`config.mk`:
```
export PLATFORM = sky130hd
export DESIGN_NAME = transport_ctrl_flat
export DESIGN_NICKNAME = d
export VERILOG_FILES = /design/src/rtl/transport_ctrl_if.sv /design/src/rtl/transport_ctrl.sv /design/src/flat_wrapper.sv
export SDC_FILE = /design/constraint.sdc
export NUM_CORES = 1
export LEC_CHECK = 0
export ABC_AREA = 1
export BUFFER_PORTS_ARGS = -buffer_cell sky130_fd_sc_hd__buf_2
export CORE_UTILIZATION = 46
export DETAILED_ROUTE_END_ITERATION = 8
export PLACE_DENSITY = 0.71
export SLEW_MARGIN = 30
export SYNTH_ARGS = -nofsm -noshare
export SYNTH_HDL_FRONTEND = slang
export SYNTH_SLANG_ARGS = --single-unit
```
`constraint.sdc`:
```
create_clock -name clk -period 1.4 [get_ports clk]
set_input_delay 0.28 -clock clk [delete_from_list [all_inputs] [get_ports clk]]
set_output_delay 0.28 -clock clk [all_outputs]
set_load 0.02 [all_outputs]
```
`src/rtl/transport_ctrl_if.sv`:
```
// rtl/transport_ctrl_if.sv - key/song_end inputs and transport outputs of transport_ctrl
interface transport_ctrl_if #(
    parameter int TW = 2
);
    logic          p_play;
    logic          p_stop;
    logic          p_next;
    logic          p_prev;
    logic          song_end;
    logic [TW-1:0] track;
    logic          playing;
    logic          paused;
    logic          seq_start;

    modport master (
        output p_play, p_stop, p_next, p_prev, song_end,
        input  track, playing, paused, seq_start
    );

    modport slave (
        input  p_play, p_stop, p_next, p_prev, song_end,
        output track, playing, paused, seq_start
    );
endinterface

```
`src/rtl/transport_ctrl.sv`:
```
// rtl/transport_ctrl.sv - play/pause/stop transport and track index; TRANSPORT_REPEAT_EN wraps at last track
module transport_ctrl #(
    parameter int N_TRACKS = 4,
    parameter int TW       = 2
) (
    input  logic            clk,
    input  logic            rst,
    transport_ctrl_if.slave bus
);
    typedef enum logic [1:0] {
        ST_STOP  = 2'd0,
        ST_PLAY  = 2'd1,
        ST_PAUSE = 2'd2
    } state_t;

    localparam logic [TW-1:0] LAST = TW'(N_TRACKS - 1);

    state_t        state_q, state_d;
    logic [TW-1:0] track_q, track_d;
    logic          pend_q, pend_d;
    logic          start_q, start_d;
    logic [4:0]    prev_q, prev_d;
    logic [4:0]    in_now;
    logic [4:0]    ev;
    logic          ev_play, ev_stop, ev_next, ev_prev, ev_end;
    logic [TW-1:0] track_up, track_dn;

    assign in_now  = {bus.song_end, bus.p_prev, bus.p_next, bus.p_stop, bus.p_play};
    assign prev_d  = in_now;
    assign ev      = in_now & ~prev_q;
    assign ev_play = ev[0];
    assign ev_stop = ev[1];
    assign ev_next = ev[2];
    assign ev_prev = ev[3];
    assign ev_end  = ev[4];

    assign track_up = (track_q == LAST) ? '0 : track_q + 1'b1;
    assign track_dn = (track_q == '0) ? LAST : track_q - 1'b1;

    // Strict priority: the highest event present acts even when this state ignores it.
    always_comb begin
        state_d = state_q;
        track_d = track_q;
        pend_d  = pend_q;
        start_d = 1'b0;
        if (ev_stop) begin
            state_d = ST_STOP;
            pend_d  = 1'b0;
        end else if (ev_play) begin
            case (state_q)
                ST_STOP: begin
                    state_d = ST_PLAY;
                    start_d = 1'b1;
                end
                ST_PLAY: state_d = ST_PAUSE;
                default: begin
                    state_d = ST_PLAY;
                    start_d = pend_q;
                    pend_d  = 1'b0;
                end
            endcase
        end else if (ev_next || ev_prev) begin
            if (ev_next != ev_prev) begin
                track_d = ev_next ? track_up : track_dn;
                if (state_q == ST_PLAY) start_d = 1'b1;
                if (state_q == ST_PAUSE) pend_d = 1'b1;
            end
        end else if (ev_end && state_q == ST_PLAY) begin
            track_d = track_up;
`ifdef TRANSPORT_REPEAT_EN
            start_d = 1'b1;
`else
            if (track_q == LAST) state_d = ST_STOP;
            else                 start_d = 1'b1;
`endif
        end
    end

    always_ff @(posedge clk or negedge rst) begin
        if (!rst) begin
            state_q <= ST_STOP;
            track_q <= '0;
            pend_q  <= 1'b0;
            start_q <= 1'b0;
            prev_q  <= '1;
        end else begin
            state_q <= state_d;
            track_q <= track_d;
            pend_q  <= pend_d;
            start_q <= start_d;
            prev_q  <= prev_d;
        end
    end

    assign bus.track     = track_q;
    assign bus.playing   = (state_q == ST_PLAY);
    assign bus.paused    = (state_q == ST_PAUSE);
    assign bus.seq_start = start_q;
endmodule

```
`src/flat_wrapper.sv`:
```
// flat-port wrapper written by rule: the top's interface ports become plain ports
module transport_ctrl_flat 
#(
    parameter int N_TRACKS = 4,
    parameter int TW       = 2
)
  (clk, rst, bus_p_play, bus_p_stop, bus_p_next, bus_p_prev, bus_song_end, bus_track, bus_playing, bus_paused, bus_seq_start);
  transport_ctrl_if #(.TW(TW)) bus_i ();
  input  logic clk;
  input  logic rst;
  input wire logic [$bits(bus_i.p_play)-1:0] bus_p_play;
  input wire logic [$bits(bus_i.p_stop)-1:0] bus_p_stop;
  input wire logic [$bits(bus_i.p_next)-1:0] bus_p_next;
  input wire logic [$bits(bus_i.p_prev)-1:0] bus_p_prev;
  input wire logic [$bits(bus_i.song_end)-1:0] bus_song_end;
  output wire logic [$bits(bus_i.track)-1:0] bus_track;
  output wire logic [$bits(bus_i.playing)-1:0] bus_playing;
  output wire logic [$bits(bus_i.paused)-1:0] bus_paused;
  output wire logic [$bits(bus_i.seq_start)-1:0] bus_seq_start;
  assign bus_i.p_play = bus_p_play;
  assign bus_i.p_stop = bus_p_stop;
  assign bus_i.p_next = bus_p_next;
  assign bus_i.p_prev = bus_p_prev;
  assign bus_i.song_end = bus_song_end;
  assign bus_track = bus_i.track;
  assign bus_playing = bus_i.playing;
  assign bus_paused = bus_i.paused;
  assign bus_seq_start = bus_i.seq_start;
  transport_ctrl #(.N_TRACKS(N_TRACKS), .TW(TW)) u_core (.clk(clk), .rst(rst), .bus(bus_i));
endmodule
```
; ---- Word-level counts from Yosys, hierarchy flattened
; Cells that the tools add are included.
[word_totals]
register_bits = 11
output_inout_bits = 5
word_cells = 58
[classes]
addsub = 2
n_eq_ne = 7
n_mux = 26
bitwise_logic = 4
reduce_logical = 14
[op_table]
columns = cell, n
row1 = $mux W2, 12
row2 = $reduce_bool A3 Y1, 5
row3 = $mux W1, 13
row4 = $reduce_and A4 Y1, 2
row5 = $and A5 B5 Y5, 1
row6 = $not A5 Y5, 1
row7 = $eq A2 B2 Y1 const B, 2
row8 = $logic_not A2 Y1, 2
row9 = $ne A3 B1 Y1 const B, 1
row10 = $ne A3 B2 Y1 const B, 1
row11 = $reduce_and A3 Y1, 1
row12 = $add A2 B1 Y2 const B, 1
row13 = $eq A2 B1 Y1 const B, 1
row14 = $ne A2 B2 Y1 const B, 1
row15 = $not A1 Y1, 2
row16 = $pmux W1 S2, 1
row17 = $reduce_bool A2 Y1, 1
row18 = $reduce_or A2 Y1, 1
row19 = $sub A2 B1 Y2 const B, 1
row20 = $logic_and A1 B1 Y1, 1
row21 = $logic_or A1 B1 Y1, 1
row22 = $ne A1 B1 Y1, 1

; ---- Longest topological paths before layout
[depth]
word_depth = 7
depth_mapped = 9

; ---- Least setup slack after synthesis
; Ideal clock, no wire load.
[synth_path]
kind = flip-flop to flip-flop
startpoint = reg u_core.prev_q[2]
endpoint = reg u_core.track_q[0] (netlist: u_core.bus.track[0])
setup_ps = 65
arrival_time_ps = 1347
t_required_ps = 1335
slack_ps = -12
stages_incl_launch_ff = 8
cell_sequence = dfstp_2 -> inv_1 -> nand2_1 -> ha_1 -> or2_2 -> nand3_2 -> nand2_1 -> nand2_1
[synth_between]
elab_chain_cells = 5
word_cells_on_any_way = 10
[synth_rtl]
columns = element, line_no
row1 = from (decl), transport_ctrl.sv:22  ; logic [4:0] prev_q, prev_d;
row2 = from (signal assigned), transport_ctrl.sv:91  ; prev_q <= prev_d;
row3 = $not A5 Y5 *, transport_ctrl.sv:30  ; assign ev = in_now & ~prev_q;
row4 = $and A5 B5 Y5 *, transport_ctrl.sv:30
row5 = $ne A1 B1 Y1 (tied with other cells), transport_ctrl.sv:63  ; if (ev_next != ev_prev) begin
row6 = $ne A2 B2 Y1 (no source line) (tied with other cells), -
row7 = $reduce_and A4 Y1 (no source line) / $mux W2 (equally long branches), -
row8 = to (signal assigned), transport_ctrl.sv:88  ; track_q <= track_d;
row9 = to (decl), transport_ctrl.sv:19  ; logic [TW-1:0] track_q, track_d;
; Mark *: on every way between the ends. The rest lies on a longest branch, timed or not. The select of a mux whose other input is x is not followed.
; A chain may end at the register's enable or synchronous reset.

; ---- Worst setup path after layout
[layout_path]
startpoint = reg u_core.state_q[0]
endpoint = out bus_playing
[layout_between]
elab_chain_cells = 1
[layout_rtl]
columns = element, line_no
row1 = from (decl), transport_ctrl.sv:18  ; state_t state_q, state_d;
row2 = from (signal assigned), transport_ctrl.sv:87  ; state_q <= state_d;
row3 = $eq A2 B1 Y1, transport_ctrl.sv:96  ; assign bus.playing = (state_q == ST_PLAY);
row4 = to (decl), flat_wrapper.sv:17  ; output wire logic [$bits(bus_i.playing)-1:0] bus_playing;
; No other way between the ends.

==> metrics.yaml <==
ys_warn_count: 0
first_iter_violations: 19
setup_slack_ns: 0.03731
hold-worst-slack_ns: 0.1017
wire_per_inst_um: 13.50
final_cell_mix: "nand2_1, inv_1, buf_2, nand2_2"
fmax_ghz: 0.7338
drc: 0
fin_crit_sh_pct: 97.33
crit_slowest_cell: "dfrtp_1"
grt_overflow_total: 0
worst_slew_pin_slew_ns: 0.3407
cp_max_fo: 5
cts_max_level: 1
die_w_um: 38.17
grtUsageMet1_pct: 24.05
period_minus_slack_ns: 1.363
grt.busiest_layer: "met2"
vdd_drop_max_mv: 0.8394
diodes: 0
cap_violations: 0
rsz0062_at_grt: "true"
fillCellCount: 83
seq_area_sq_um: 281.5
grt_pass1_wl_mm: 2.014
cp-end-kind: "output port"
finClkSkew_ns: 0.004770
worstPathCellList: "inv_2, nor2_4, buf_2"
grt_antenna_before_repair: 0
stdcell_area_sq_um: 824.5
core_area_sq_um: 1156
placed_cell_area_sq_um: 701.9
layout.cells.non_filler: 108
run_status: "complete, no violations"
arrival_ns: 1.08
leakage_nw: 0.4323
area_growth_pct: 37.01
grt_pass1_vias: 510
critPathMaxStageDelay_ns: 0.40
routed_wl_mm: 1.458
ioPinCount: 12
cts-root-buf: "clkbuf_4"
synthesis.area_sq_um: 601.8
hold_violations: 0
rows: 12
netlist_top_cells_area: "dfrtp_1, dfstp_2, nand2_1, ha_1, inv_1"
cts_num_sinks: 11
syn_inst: 72
grt.total_usage_pct: 21.45
path_class: "reg2out"
syn_nets: 83
fp.dieH_um: 38.17
synth-seq-cells: 11
hpwlAfterDp_um: 865.9
critPathRequiredTime_ns: 1.12
yosysUniqueCellTypes: 20
place_inst: 99
via_per_inst: 5.037
num-nets-final: 106
ys_seq_area_share_pct: 46.78
syn_avg_cell_area_sq_um: 8.359
dp_slack_ns: -0.01020
numCtsBuffers: 3
io_buffers: 11
maxSlewHeadroom_pct: 77.21
grt_max_degree: 12
layout_commonest_cell: "nand2_1"
start_util_pct: 52.06
vias: 544
ant_nets: 0
min_path_type: "in2reg"
met3_usage_pct: 6.977
setup_violations: 0
insertion_delay_ns: 0.29
globalplace.congestion: 0.8108
multi_input_area_sq_um: 337.8
crit_path_start_kind: "flip-flop"
cts_tree: "built"
yosysTopAreaCell: "dfrtp_1"
grt_use_met2_pct: 33.05
clkTransAtPathRegs_ns: 0.07
cts_buffer_depth: 2
fin_util_pct: 71.32
die-area_sq_um: 1457
powerDensity_nw_per_um2: 1306
first_pass_iters: 4
synth_top_area_share_pct: 24.95
slew_violations: 0
drive_gt1_share_pct: 48.94
==> routing by layer <==
layer | share of wire (%) | wire length, um
met1 | 42 | 617
met3 | 5.7 | 83
met4 | 4.9 | 72
met2 | 47 | 685
met5 | 0 | 0
==> area by class of cell <==
| class | count | share of cell area [%] |
|---|---|---|
| well taps | 14 | 2.124 |
| multi-input cells | 49 | 40.97 |
| clock buffers | 4 | 3.187 |
| repair buffers | 18 | 14.11 |
| flip-flops and latches | 11 | 34.14 |
| inverters | 12 | 5.463 |
==> worst max-delay path: cells and delay by family, from the launching register on <==
kind / cells / cell delay, ns
buffers and inverters: 2 / 0.25
DFF: 1 / 0.40
and+or+nand+nor: 1 / 0.15
==> report_power, final <==
| group | internal (mW) | switching [mW] |
|---|---|---|
| Sequential | 0.369 | 0.0452 |
| Clock | 0.111 | 0.120 |
| Combinational | 0.182 | 0.249 |
| Total | 0.662 | 0.415 |
==> path summary, 6_finish.rpt <==
kind,startpoint,depth (start not counted),to,slack [ns]
hold / removal,bus_p_prev,1,u_core.prev_q[3]$_DFF_PN1_,0.10
min in group asynchronous,rst,2,u_core.state_q[0]$_DFFE_PN0P_,0.38
max in group asynchronous,rst,2,u_core.prev_q[0]$_DFF_PN1_,0.75
setup reg to reg,u_core.prev_q[3]$_DFF_PN1_,7,u_core.bus.track[0]$_DFFE_PN0P_,0.04
setup / recovery,u_core.state_q[0]$_DFFE_PN0P_,3,bus_playing,0.04
hold reg to reg,u_core.pend_q$_DFFE_PN0P_,2,u_core.pend_q$_DFFE_PN0P_,0.51
==> kinds of logic after synthesis <==
group / count (synthesis) / share of synthesized area (%)
flops: 11 / 46.78
fa+ha+maj: 4 / 8.316
buf+inv: 12 / 7.484
compound gates: 6 / 6.236
simple gates: 39 / 31.19
==> through the flow <==
step / setup TNS, ns / power [mW]
5_1_grt: -0.06834 / 1.148
4_1_cts: 0 / 0.9916
6_report: 0 / 1.076
3_5_place_dp: -0.01020 / 0.7643
2_1_floorplan: 0 / 0.6595
3_3_place_gp: 0 / 0.7560
==> repair_timing <==
action / CTS / global route
setup buffers: 0 / 4
setup endpoints to repair: 2 / 6
hold buffers: 1 / 0
hold endpoints to repair: 6 / 0
pin swaps: 0 / 8
gates resized for setup: 2 / 14
==> synth_stat cells <==
| cell | number |
|---|---|
| o21ai_0 | 1 |
| a31oi_1 | 1 |
| o211ai_1 | 1 |
| o21ai_1 | 1 |
| nand2_2 | 3 |
| a21oi_1 | 1 |
| dfstp_2 | 5 |
| nand3_2 | 1 |
| inv_1 | 11 |
| nand3b_1 | 1 |
| inv_2 | 1 |
| or2_2 | 2 |
| nor2_4 | 1 |
| ha_1 | 4 |
| dfrtp_1 | 6 |
| a21oi_2 | 1 |
| nor2_1 | 5 |
| nand2_1 | 19 |
| nand4_1 | 2 |
| nand3_1 | 5 |
==> sequential cells by signal (all words and copies together), names as in the netlist <==
register / count
u_core.prev_q: 5
u_core.pend_q: 1
u_core.bus.track: 2
u_core.state_q: 2
u_core.bus.seq_start: 1
(Power assumes the default switching activity.)
